## src/rtl/fifo_spi_dac_tx.sv

```systemverilog
`default_nettype none
// ============================================================================
// Module      : fifo_spi_dac_tx
// Description : Pops 16-bit samples from the synchronous sample FIFO one at
//               a time and shifts each one MSB-first to an SPI DAC (mode 0,
//               one chip-select frame per word).
// Revision    : 1.0 - initial release
// ============================================================================
module fifo_spi_dac_tx #(
    parameter int CLK_DIV = 2,   // clk cycles per SCLK half-period (1..255)
    parameter int CS_GAP  = 2,   // clk cycles CS stays high between frames (1..255)
    parameter int DATA_W  = 16   // bits per frame, equals the FIFO word width
) (
    input  logic              clk,
    input  logic              rst,
    input  logic              enable,
    input  logic              fifo_empty_i,
    input  logic [DATA_W-1:0] fifo_data_i,
    output logic              fifo_rd_en_o,
    output logic              spi_sclk,
    output logic              spi_mosi,
    output logic              spi_cs_n,
    output logic              busy_o,
    output logic              frame_done_o,
    output logic [15:0]       frame_cnt_o
);

    // Out-of-range parameters stop elaboration.
    if (CLK_DIV < 1 || CLK_DIV > 255) begin : g_chk_clk_div
        $error("fifo_spi_dac_tx: CLK_DIV must be in 1..255");
    end
    if (CS_GAP < 1 || CS_GAP > 255) begin : g_chk_cs_gap
        $error("fifo_spi_dac_tx: CS_GAP must be in 1..255");
    end
    if (DATA_W < 2) begin : g_chk_data_w
        $error("fifo_spi_dac_tx: DATA_W must be at least 2");
    end

    localparam int BIT_W = $clog2(DATA_W);
    localparam logic [7:0]       c_DIV_LAST = 8'(CLK_DIV - 1);
    localparam logic [7:0]       c_GAP_LAST = 8'(CS_GAP - 1);
    localparam logic [BIT_W-1:0] c_BIT_TOP  = BIT_W'(DATA_W - 1);

    typedef enum logic [2:0] {
        S_IDLE  = 3'd0,
        S_POP   = 3'd1,
        S_LOAD  = 3'd2,
        S_SHIFT = 3'd3,
        S_GAP   = 3'd4
    } state_t;

    state_t              state_q, state_d;
    logic [7:0]          div_q, div_d;        // half-period divider
    logic [7:0]          gap_q, gap_d;        // inter-frame CS-high counter
    logic [BIT_W-1:0]    bit_q, bit_d;        // bits left in the frame, counting down
    logic [DATA_W-1:0]   shreg_q, shreg_d;    // word being shifted, MSB aligned
    logic                sclk_q, sclk_d;
    logic                mosi_q, mosi_d;
    logic                cs_n_q, cs_n_d;
    logic                rd_en_q, rd_en_d;
    logic                done_q, done_d;
    logic [15:0]         frame_cnt_q, frame_cnt_d;

    // State and datapath registers; reset abandons any frame in flight.
    always_ff @(posedge clk) begin
        if (rst) begin
            state_q     <= S_IDLE;
            div_q       <= 8'd0;
            gap_q       <= 8'd0;
            bit_q       <= '0;
            shreg_q     <= '0;
            sclk_q      <= 1'b0;
            mosi_q      <= 1'b0;
            cs_n_q      <= 1'b1;
            rd_en_q     <= 1'b0;
            done_q      <= 1'b0;
            frame_cnt_q <= 16'd0;
        end else begin
            state_q     <= state_d;
            div_q       <= div_d;
            gap_q       <= gap_d;
            bit_q       <= bit_d;
            shreg_q     <= shreg_d;
            sclk_q      <= sclk_d;
            mosi_q      <= mosi_d;
            cs_n_q      <= cs_n_d;
            rd_en_q     <= rd_en_d;
            done_q      <= done_d;
            frame_cnt_q <= frame_cnt_d;
        end
    end

    // Next-state logic: pop, load, shift DATA_W bits in mode 0, then CS gap.
    always_comb begin
        state_d     = state_q;
        div_d       = div_q;
        gap_d       = gap_q;
        bit_d       = bit_q;
        shreg_d     = shreg_q;
        sclk_d      = sclk_q;
        mosi_d      = mosi_q;
        cs_n_d      = cs_n_q;
        rd_en_d     = 1'b0;
        done_d      = 1'b0;
        frame_cnt_d = frame_cnt_q;

        case (state_q)
            S_IDLE: begin
                // Empty is only looked at here, so a strobe never hits an empty FIFO.
                if (enable && !fifo_empty_i) begin
                    rd_en_d = 1'b1;
                    state_d = S_POP;
                end
            end

            S_POP: begin
                // FIFO pops at this edge; its data output is valid during LOAD.
                state_d = S_LOAD;
            end

            S_LOAD: begin
                shreg_d = fifo_data_i;
                cs_n_d  = 1'b0;
                mosi_d  = fifo_data_i[DATA_W-1];
                sclk_d  = 1'b0;
                div_d   = 8'd0;
                bit_d   = c_BIT_TOP;
                state_d = S_SHIFT;
            end

            S_SHIFT: begin
                if (div_q == c_DIV_LAST) begin
                    div_d = 8'd0;
                    if (!sclk_q) begin
                        // End of low phase: rising edge, DAC samples MOSI.
                        sclk_d = 1'b1;
                    end else begin
                        // End of high phase: falling edge, MOSI may change.
                        sclk_d = 1'b0;
                        if (bit_q == '0) begin
                            cs_n_d      = 1'b1;
                            mosi_d      = 1'b0;
                            done_d      = 1'b1;
                            frame_cnt_d = frame_cnt_q + 16'd1;
                            gap_d       = 8'd0;
                            state_d     = S_GAP;
                        end else begin
                            bit_d   = bit_q - 1'b1;
                            shreg_d = shreg_q << 1;
                            mosi_d  = shreg_q[DATA_W-2];
                        end
                    end
                end else begin
                    div_d = div_q + 8'd1;
                end
            end

            S_GAP: begin
                if (gap_q == c_GAP_LAST) begin
                    state_d = S_IDLE;
                end else begin
                    gap_d = gap_q + 8'd1;
                end
            end

            default: begin
                state_d = S_IDLE;
            end
        endcase
    end

    assign fifo_rd_en_o = rd_en_q;
    assign spi_sclk     = sclk_q;
    assign spi_mosi     = mosi_q;
    assign spi_cs_n     = cs_n_q;
    assign busy_o       = (state_q != S_IDLE);
    assign frame_done_o = done_q;
    assign frame_cnt_o  = frame_cnt_q;

endmodule
`default_nettype wire

```

## config.mk

```make
export PLATFORM = sky130hd
export DESIGN_NAME = fifo_spi_dac_tx
export DESIGN_NICKNAME = d
export VERILOG_FILES = /design/src/rtl/fifo_spi_dac_tx.sv
export SDC_FILE = /design/constraint.sdc
export NUM_CORES = 1
export LEC_CHECK = 0
export ABC_AREA = 1
export BUFFER_PORTS_ARGS = -buffer_cell sky130_fd_sc_hd__buf_2
export CORE_MARGIN = 2
export CORE_UTILIZATION = 52
export DETAILED_ROUTE_END_ITERATION = 16
export PLACE_DENSITY = 0.82
export SYNTH_ARGS = -nofsm -noshare
export SYNTH_HDL_FRONTEND = slang
export SYNTH_SLANG_ARGS = --single-unit
```

## constraint.sdc

```tcl
create_clock -name clk -period 1.4 [get_ports clk]
set_clock_uncertainty 0.05 [all_clocks]
set_input_delay 0.28 -clock clk [delete_from_list [all_inputs] [get_ports clk]]
set_output_delay 0.28 -clock clk [all_outputs]
set_load 0.05 [all_outputs]
```

Word level (Yosys, flattened, before mapping)
Cells that the tools add are included.

Register bits after elaboration: 59. Bits of input ports: 20. Output and inout port bits: 22. Word-level logic and storage cells: 82.

Add/subtract/negate cells: 4. Eq/ne operators: 13. Multiplexer cells: 34. Bitwise operators: 4. Reduce and logical (&&, ||, !) cells: 16.

Operators with widths (number): 2-to-1 mux 15 bit (3); 2-to-1 mux 8 bit (5); case mux 8 bit (2 select lines) (2); case mux 15 bit (2 select lines) (1); adder 16 x 1 -> 16 bit, second input constant (1); adder 8 x 1 -> 8 bit, second input constant (2); equality test 8 x 1 -> 1 bit, second input constant (2); 2-to-1 mux 3 bit (5); case mux 3 bit (5 select lines) (1); != test 2 bit, second input constant (7); 2-to-1 mux 4 bit (3); AND reduction 4 bit (3); 2-to-1 mux 1 bit (10); AND reduction 5 bit (2); case mux 4 bit (2 select lines) (1); equality test 3 x 2 -> 1 bit, second input constant (2); case mux 1 bit (2 select lines) (3); logical NOT 4 bit (1); inverter 1 bit (4); nonzero test 2 bit (2); OR reduction 4 bit (1); subtractor 4 x 1 -> 4 bit, second input constant (1); equality test 3 x 1 -> 1 bit, second input constant (1); equality test 3 bit, second input constant (1); 7 further kinds (7).

Longest topological paths before layout
Word-level depth: 5. Gate-level depth with buffers: 11. Mapped depth without buffers: 11.

Worst setup path before layout
OpenSTA, ideal clock, no wires.

Kind: reg-to-reg. From: reg frame_cnt_q[7], in the netlist frame_cnt_o[7]. To: reg frame_cnt_q[15], in the netlist frame_cnt_o[15]. Library setup time: 0.113 ns. Data arrival time: 1.510 ns. Setup slack: -0.274 ns. Cell stages (with the launch flop): 8. Path buffers: 0. Cells stage by stage: dfxtp_1 -> nand2_1 -> nor2_1 -> nand2_1 -> nor2_1 -> nand3_1 -> o21ai_1 -> nor2_1.

Word-level cells in the longest chain between the ends: 1.

RTL lines: start, declared (line 62) `logic [15:0] frame_cnt_q, frame_cnt_d;`; start signal, assigned (line 89) `frame_cnt_q <= frame_cnt_d;`; adder 16 x 1 -> 16 bit (line 144) `frame_cnt_d = frame_cnt_q + 16'd1;`.

No other way between the ends. A chain may end at the register's enable or synchronous reset.

Worst setup path after layout
From: reg bit_q[1]. To: reg bit_q[2].

Word-level cells in the longest chain between the ends: 5. Elaborated cells on any way between the ends: 8. Those cells by class: 1 x add/sub; 1 x eq/ne; 4 x mux; 2 x reduce/logical.

RTL lines: start, declared (line 55) `logic [BIT_W-1:0] bit_q, bit_d;`; start signal, assigned (line 82) `bit_q <= bit_d;`; subtractor 4 x 1 -> 4 bit (line 148) `bit_d = bit_q - 1'b1;`; 2-to-1 mux 4 bit (line 140) `if (bit_q == '0) begin`; 2-to-1 mux 4 bit (line 134) `if (!sclk_q) begin`; 2-to-1 mux 4 bit (line 132) `if (div_q == c_DIV_LAST) begin`; case mux 4 bit (2 select lines) (line 107) `case (state_q)`.

Several ways; a longest one is shown, not always the timed one. The select of a mux whose other input is x is not followed.

==> metrics.txt <==
crit-path cells inv_2, ha_4, nand3_1, nand2_2, nand2_2, nand3_4, clkbuf_16, nand2_1, a21oi_1; Detail Placement HPWL 5270 um; final setup vio count 53; Vias/cell between 5 and 6; Hold Path Class in2reg; #FFs+latches synth 59; Routed wire per std cell roughly 14 um; syn avg cell area 6.86 um2; CP Class reg2reg; starting density of the core between 50% and 60%; synthesized cell area 3120 um2; Clk Latency, worst-skew pair ~0.35 ns; Worst path top cell family by delay simple AND/OR/NAND/NOR gates; dpl ws -0.151 ns; H-tree depth 3; worst path required time approximately 1.6 ns; I/O Buffers approximately 40; placed cells approximately 610; Cells after Synth 455; First-pass DRT Iterations 4; clock buffer depth 2; gr ovfl total 0; number of I/O pins 42; Fin. Hold Viols 0; PD cells roughly 1500 nW/um2; Peak VDD IR 1.00 mV; RSZ-0062 raised after global routing yes; Final ANT Viol Nets 0; CP Max Fanout 10; fmax 626 MHz; status finished, violations left; min-delay src fifo_empty_i; all-layer global routing usage between 20% and 30%; TritonCTS clock tree done; area growth from synthesis to layout 45.3%; fin cells around 630; GR met1 Demand/Resource between 20% and 30%; drt initial violations ~160; Core Area just under 6000 um2; Die Y between 80 and 90 um; vias in the first global route slightly above 3,000; vias 3,355; Core Util, Final approximately 78%; DIE AREA around 6600 um2; sequential area share after synthesis 37.9%; Crit path top cell by count nand2_2; Max stage delay on crit path approximately 0.32 ns; fin crit period ~1.6 ns; final slew viol count 0; reg2reg start bit_q[1]$_SDFFE_PP0P_; largest net degree at the start of global routing 24; row cnt 28; reg2reg setup slack -0.20 ns; layout cell share with drive strength beyond 1 42.4%; Leakage 0.00202 uW; global route hottest layer met2; clock-pin slew on the worst setup and hold paths 0.07 ns; Crit. End Element flop; hold-fix buffers at CTS 0; met3 GRT Util under 10%; initial antenna violation count 0; final period utilization 114%; Root Buffer clkbuf_8; Post-Syn Nets 481; Least-Margin Pin Slew approximately 0.33 ns; Finished Cell Area 4540 um2; slowest CP cell dfxtp_1; Num CTS Buffers 9; Worst Setup Slack, final -0.199 ns; WP buf/inv 2; placed inst area 3800 um2; failing checks setup timing; wirelength, routed around 9000 um; Tot Pwr ~6800 uW; met2 Usage GRT about 45%; clk sinks between 50 and 60; Synth warnings 0; Worst Setup SP bit_q[1]$_SDFFE_PP0P_; max cap viols 0; Slew HR between 70% and 80%; remaining routing DRC violations 0; startpoint class of the critical path flop; Nets 580; Yosys cell types 36; Chip Width roughly 80 um; RD Place Congestion about 0.9; critical path arrival ~1.8 ns; first-pass GRT wire length around 13,000 um; n_diodes 0
cell usage in the layout, fill, tap and decap left out, types with 10 or more instances in the layout:
master,n
a21oi_1,32
buf_2,37
buf_4,49
clkbuf_8,12
dfxtp_1,37
dfxtp_2,19
inv_1,52
inv_2,10
nand2_1,84
nand2_4,11
nand3_1,25
nor2_1,43
o21ai_1,16
o21ai_2,21
cells by family after synthesis:
| family | count (synthesis) | synth area share [%] |
|---|---|---|
| flops | 59 | 37.9 |
| fa+ha+maj | 6 | 2.41 |
| compound gates | 92 | 15.3 |
| buf+inv | 79 | 11.3 |
| simple gates | 213 | 31.4 |
| xor+xnor | 6 | 1.68 |
worst register-to-register path, cell delays in order (launching register included):
cell	delay, ns
dfxtp_1	0.32
inv_2	0.08
ha_4	0.15
nand3_1	0.09
nand2_2	0.11
nand2_2	0.10
nand3_4	0.18
clkbuf_16	0.20
nand2_1	0.08
a21oi_1	0.18
report_power, final:
group	internal [uW]	total, uW	leakage [uW]	switching [uW]
Clock	961	1690	0.000108	732
Combinational	1230	2890	0.00142	1670
Sequential	2030	2200	0.000491	166
cells in the mapped netlist:
cell	number	share of area [%]
nand2_1	96	12
a21oi_1	41	6.6
o21ai_0	18	2.9
a211oi_1	1	0.24
dfxtp_1	59	38
nand4_1	7	1.4
or2_2	2	0.40
nor3_1	6	0.96
inv_2	8	0.96
nor2_2	3	0.60
nor2_1	53	6.4
nand2_2	5	1.0
nand2_4	2	0.72
nor4_1	1	0.20
o21bai_1	2	0.48
buf_2	2	0.32
buf_4	1	0.24
o21ai_1	25	4.0
a31oi_1	1	0.20
ha_1	6	2.4
buf_6	5	1.8
clkbuf_1	5	0.60
and3_1	2	0.40
nand3_4	2	1.1
xor2_1	4	1.1
buf_8	1	0.48
nor3b_1	1	0.24
nor2_8	2	1.3
nor2_4	1	0.36
xnor2_1	2	0.56
o21ai_2	1	0.28
nand3_1	30	4.8
buf_1	1	0.12
inv_4	1	0.20
o22ai_1	3	0.60
inv_1	55	6.6
flip-flops by register name, summed over array words and instances (netlist names), 3 cells and up:
register,count
bit_q,4
gap_q,8
shreg_q,15
state_q,3
frame_cnt_o,16
div_q,8
routing by layer:
layer / part of all wire (%) / up-vias / routed length [um]
met4: 3.1 / 0 / 277
met1: 41 / 1560 / 3710
li1: - / 1658 / -
met5: 0 / - / 0
met3: 4.9 / 32 / 435
met2: 51 / 105 / 4540
final cells by class:
class	instances	area, um2
Clock buffer	12	165
Multi-Input combinational cell	317	1960
Clock inverter	4	47.5
Fill cell	399	1320
Timing Repair Buffer	103	802
Inverter	64	250
Tap cell	75	93.8
Sequential cell	59	1220
path summary, 6_finish.rpt:
kind                                                  to  depth (start not counted)
worst max-delay path               bit_q[2]$_SDFFE_PP0P_                          9
worst max register to register     bit_q[2]$_SDFFE_PP0P_                          9
worst min register to register  shreg_q[13]$_SDFFE_PP0P_                          2
worst min-delay path             fifo_rd_en_o$_SDFF_PP0_                          2
what timing repair did:
action                                  CTS  global route
gates cloned                              1             2
setup buffers                             4             7
endpoints found under the setup margin   50            57
resized for setup                        52            59
pin swaps                                 8            23
metrics by stage:
stage	hold slack (ns)	setup TNS [ns]
floorplan	0.307	-0.419
global placement	0.384	-1.40
detailed placement	0.389	-2.70
CTS	0.0311	-3.61
global route	0.0480	-11.37
finish	0.0461	-6.58
Note: power is estimated with default switching activity, not from simulation.
